===== src/rtl/calc_operand_loader.sv =====
// calc_operand_loader: operand-entry stage feeding the 8-bit adder.
// Enter presses load operand A, then operand B, and then hold both with
// operands_valid. Clear returns the block to A entry and has priority.
// Optional feature macro: CALC_DEBOUNCE_EN builds the enter debouncer.
// Without it, the synchronized enter level is used directly (fast simulation).
module calc_operand_loader #(
  parameter int WIDTH           = 8,
  parameter int DEBOUNCE_CYCLES = 500000
) (
  input  logic             clk,
  input  logic             rst,
  input  logic [WIDTH-1:0] sw,
  input  logic             btn_enter,
  input  logic             btn_clear,
  output logic [WIDTH-1:0] a,
  output logic [WIDTH-1:0] b,
  output logic             operands_valid,
  output logic [1:0]       entry_state
);

  typedef enum logic [1:0] {
    GET_A = 2'b00,
    GET_B = 2'b01,
    READY = 2'b10
  } state_t;

  logic [1:0]            enter_sync;
  logic [1:0]            clear_sync;
  logic [1:0][WIDTH-1:0] sw_sync;
  logic                  enter_s;
  logic                  clear_s;
  logic [WIDTH-1:0]      sw_s;
  logic                  enter_db;
  logic                  enter_db_d;
  logic                  enter_pulse;

  state_t                state_q, state_d;
  logic [WIDTH-1:0]      a_d, b_d;
  logic                  valid_d;

  // Two-flop synchronizers for every asynchronous input.
  always_ff @(posedge clk) begin
    if (rst) begin
      enter_sync <= '0;
      clear_sync <= '0;
      sw_sync    <= '0;
    end else begin
      enter_sync <= {enter_sync[0], btn_enter};
      clear_sync <= {clear_sync[0], btn_clear};
      sw_sync    <= {sw_sync[0], sw};
    end
  end

  assign enter_s = enter_sync[1];
  assign clear_s = clear_sync[1];
  assign sw_s    = sw_sync[1];

`ifdef CALC_DEBOUNCE_EN
  localparam int CNT_W = (DEBOUNCE_CYCLES > 1) ? $clog2(DEBOUNCE_CYCLES) : 1;

  logic [CNT_W-1:0] db_cnt;

  // Accept a new enter level only after it has disagreed with the held
  // level for DEBOUNCE_CYCLES consecutive cycles; any agreement restarts.
  always_ff @(posedge clk) begin
    if (rst) begin
      db_cnt   <= '0;
      enter_db <= 1'b0;
    end else if (enter_s == enter_db) begin
      db_cnt   <= '0;
    end else if (db_cnt == CNT_W'(DEBOUNCE_CYCLES - 1)) begin
      db_cnt   <= '0;
      enter_db <= enter_s;
    end else begin
      db_cnt   <= db_cnt + CNT_W'(1);
    end
  end
`else
  assign enter_db = enter_s;
`endif

  // Delayed debounced level for rising-edge detection.
  always_ff @(posedge clk) begin
    if (rst) enter_db_d <= 1'b0;
    else     enter_db_d <= enter_db;
  end

  // One pulse per accepted press; a held button never repeats.
  assign enter_pulse = enter_db & ~enter_db_d;

  // State and operand registers.
  always_ff @(posedge clk) begin
    if (rst) begin
      state_q        <= GET_A;
      a              <= '0;
      b              <= '0;
      operands_valid <= 1'b0;
    end else begin
      state_q        <= state_d;
      a              <= a_d;
      b              <= b_d;
      operands_valid <= valid_d;
    end
  end

  // Next-state and operand loads; clear outranks enter in every state.
  always_comb begin
    state_d = state_q;
    a_d     = a;
    b_d     = b;
    valid_d = operands_valid;
    if (clear_s) begin
      state_d = GET_A;
      a_d     = '0;
      b_d     = '0;
      valid_d = 1'b0;
    end else if (enter_pulse) begin
      case (state_q)
        GET_A: begin
          a_d     = sw_s;
          state_d = GET_B;
        end
        GET_B: begin
          b_d     = sw_s;
          valid_d = 1'b1;
          state_d = READY;
        end
        READY: begin
          // New calculation: B keeps its old value until reloaded.
          a_d     = sw_s;
          valid_d = 1'b0;
          state_d = GET_B;
        end
        default: begin
          state_d = GET_A;
          valid_d = 1'b0;
        end
      endcase
    end
  end

  assign entry_state = state_q;

endmodule


===== config.mk =====
export PLATFORM = sky130hd
export DESIGN_NAME = calc_operand_loader
export DESIGN_NICKNAME = d
export VERILOG_FILES = /design/src/rtl/calc_operand_loader.sv
export SDC_FILE = /design/constraint.sdc
export NUM_CORES = 1
export LEC_CHECK = 0
export ABC_AREA = 1
export BUFFER_PORTS_ARGS = -buffer_cell sky130_fd_sc_hd__buf_2
export CAP_MARGIN = 25
export CORE_ASPECT_RATIO = 0.7
export CORE_MARGIN = 2
export CORE_UTILIZATION = 50
export DETAILED_ROUTE_END_ITERATION = 7
export GPL_ROUTABILITY_DRIVEN = 1
export HOLD_SLACK_MARGIN = 0.05
export PLACE_DENSITY_LB_ADDON = 0.05
export SLEW_MARGIN = 40
export SYNTH_ARGS = -nofsm -noshare
export SYNTH_HDL_FRONTEND = slang
export SYNTH_SLANG_ARGS = --single-unit
export TNS_END_PERCENT = 50

===== constraint.sdc =====
create_clock -name clk -period 2.23 [get_ports clk]
set_clock_uncertainty 0.15 [all_clocks]
set_input_delay 0 -clock clk [delete_from_list [all_inputs] [get_ports clk]]
set_output_delay 0 -clock clk [all_outputs]
set_load 0.05 [all_outputs]

==> out/qor.csv <==
stage;metric;value;unit
hold_path;endpoint of the worst hold path;sw_s[7];
clocking;Num CTS Buffers;5;
worst_setup_path;Crit Path Category;input pin to flip-flop;
yosys;synth unique cells;16;
clocking;CTS max path bufs;2;
yosys;post-synthesis cell count;192;
worst_setup_path;Reg2Reg Depth;3;
clocking;deepest level of the CTS H-tree;2;
detailed_routing;DR iter-0 viols;76;
detailed_routing;drt drc;0;
clocking;clock root cell;clkbuf_8;
sta;TNS Setup;0;ns
yosys;Seq/Total Area, Yosys;0.548;
placement;port buffer count;30;
floorplan;die extent in x;68.6;um
finish;most common cell after layout, fill and taps aside;nor2_1;
clocking;clock slew at reported path FFs;0.08;ns
worst_setup_path;R2R setup slack;0.91;ns
yosys;Syn Area/Cell;7.61;um^2
finish;area delta synth->final;31.5;%
hold_path;Hold Startpoint;sw_sync[7];
grt;Total GRT Usage;0.190;
sta;Worst-Margin Slew;0.562;ns
yosys;Mapped Nets;204;
sta;RSZ-0062 raised after global routing;no;
finish;Fillers;223;
finish;fin nets;258;
worst_setup_path;Reg-to-Reg Start;clear_sync[1];
worst_setup_path;critical-path maximum fanout;22;
power;P_leak;0.964;nW
grt;largest net degree at the start of global routing;23;
yosys;Ys Warns;0;
floorplan;I/O pin cnt;31;
detailed_routing;Avg WL per Cell;9.62;um
worst_setup_path;critical path required time;2.26;ns
grt;GR Util met2;0.295;
worst_setup_path;worst r2r dst;entry_state[0];
power;Pwr Density;706;nW/um^2
clocking;clk sinks;40;
grt;antenna violations before repair;0;
hold_path;HP Class;flip-flop to flip-flop;
detailed_routing;ANT nets after route;0;
sta;Pins Over Slew Limit;0;
grt;GRT met1 Usage;0.220;
finish;Antenna Cells;0;
finish;multi-input logic area;454;um^2
floorplan;Rows;16;
floorplan;Die Area;3380;um^2
grt;GR Util met3;0.0624;
floorplan;core area;2780;um^2
detailed_routing;vias per inst;4.24;
detailed_routing;drt first pass iters;4;
clocking;Worst-Skew Late Latency;0.29;ns
floorplan;Die Ht;49.2;um
worst_setup_path;crit path DAT;1.59;ns
grt;first-pass GRT wire length;4.54;mm
finish;fin area;1920;um^2
placement;Placer Congestion;0.765;
placement;dpl cell area;1630;um^2
sta;# setup viols final;0;
grt;GRT Max-Usage Layer;met2;
grt;residual overflow from global routing;0;
finish;most frequent cells in the layout;nor2_1 (46), inv_1 (45), dfxtp_1 (40);
job;MaxCap Viol Count;0;
detailed_routing;final WL;2.71;mm
finish;sequential cell area;801;um^2
worst_setup_path;Crit. End Element;flip-flop;
worst_setup_path;Critical Path Start;rst;
sta;Achievable Freq;639;MHz
sta;final hold vios;0;
placement;HPWL after detailed placement;1.70;mm
worst_setup_path;CP startpoint kind;input pin;
sta;worst hold slack;0.253;ns
status;status;finished, final reports clean;
power;Pwr Total;1.36;mW
sta;fin crit share;0.702;
grt;vias in the first global route;1108;
yosys;cell area after synthesis;1460;um^2
finish;share of cells above drive strength 1;0.195;
sta;Setup WS post-layout;0.666;ns
hold_path;WHS Path Cells;2;
clocking;CTS tree;yes;
sta;post-route minimum period;1.56;ns
sta;Rel. slew slack;0.625;
power;VDD IR max;0.502;mV
placement;Setup WS pre-CTS;0.933;ns
detailed_routing;via count;1197;
floorplan;Initial Utilization;0.525;
yosys;Seq cells post-synth;40;
## cells by family after synthesis
group / count (synthesis) / synth area share
flip-flops: 40 / 0.548
AND/OR/NAND/NOR: 97 / 0.295
buffers and inverters: 52 / 0.141
AO/OA/AOI/OAI: 3 / 0.0154
## cells in the mapped netlist
library cell	instances	area share
nand3_2	1	0.0068
inv_2	3	0.0077
nor2_1	46	0.12
nand3_1	16	0.055
buf_4	1	0.0051
clkbuf_1	2	0.0051
nand2_1	29	0.074
a21oi_2	2	0.012
nand2_4	1	0.0077
buf_6	1	0.0077
dfxtp_1	40	0.55
nor2_4	2	0.015
nor2_2	1	0.0043
a21oi_1	1	0.0034
nor2_8	1	0.014
inv_1	45	0.12
## metal layers
| layer | wire length, um | vias up |
|---|---|---|
| li1 | - | 652 |
| met4 | 36 | 0 |
| met2 | 1260 | 36 |
| met1 | 1270 | 505 |
| met3 | 144 | 4 |
| met5 | 0 | - |
## through the flow
| step | utilization | instances |
|---|---|---|
| final | 0.691 | 282 |
| after global routing | 0.691 | 282 |
| after CTS | 0.691 | 282 |
| after detailed placement | 0.586 | 254 |
| after global placement | 0.586 | 254 |
| after floorplan | - | 192 |
## registers in the layout, summed over array words and instances, names as in the netlist
register and count:
operands_valid 1, enter_db_d 1, sw_sync 8, enter_sync 2
a 8, sw_s 8, b 8, entry_state 2
clear_sync 2
## area by class of cell
cell class	count	area share
Tap cell	36	0.0234
Timing Repair Buffer	51	0.188
Clock inverter	2	0.00651
Clock buffer	5	0.0358
Multi-Input combinational cell	100	0.236
Inverter	48	0.0938
Sequential cell	40	0.417
## where the power goes
| part | leakage (nW) | internal [mW] | switching, mW |
|---|---|---|---|
| Combinational | 0.597 | 0.0600 | 0.0953 |
| Sequential | 0.328 | 0.740 | 0.0102 |
| Clock | 0.0400 | 0.212 | 0.241 |
| Total | 0.964 | 1.01 | 0.346 |
## worst max path at each step
stage	end	slack (ns)
after floorplan	b[0]	0.75
after detailed placement	entry_state[0]	0.93
final	sw_sync[6]	0.67
after CTS	entry_state[0]	0.71
after global placement	entry_state[0]	0.98
after global routing	entry_state[0]	0.55
## what timing repair did
action / CTS / global route
endpoints found under the hold margin: 21 / 0
resized for setup: 0 / 0
hold buffers: 21 / 0
buffers inserted: 0 / 0
## worst max-delay path, cell delays in order
cell and delay [ns]:
dlygate4sd3_1 0.54, buf_2 0.36, nor2_1 0.11, dlygate4sd3_1 0.58
No activity file was read; power rests on OpenSTA's default activity.
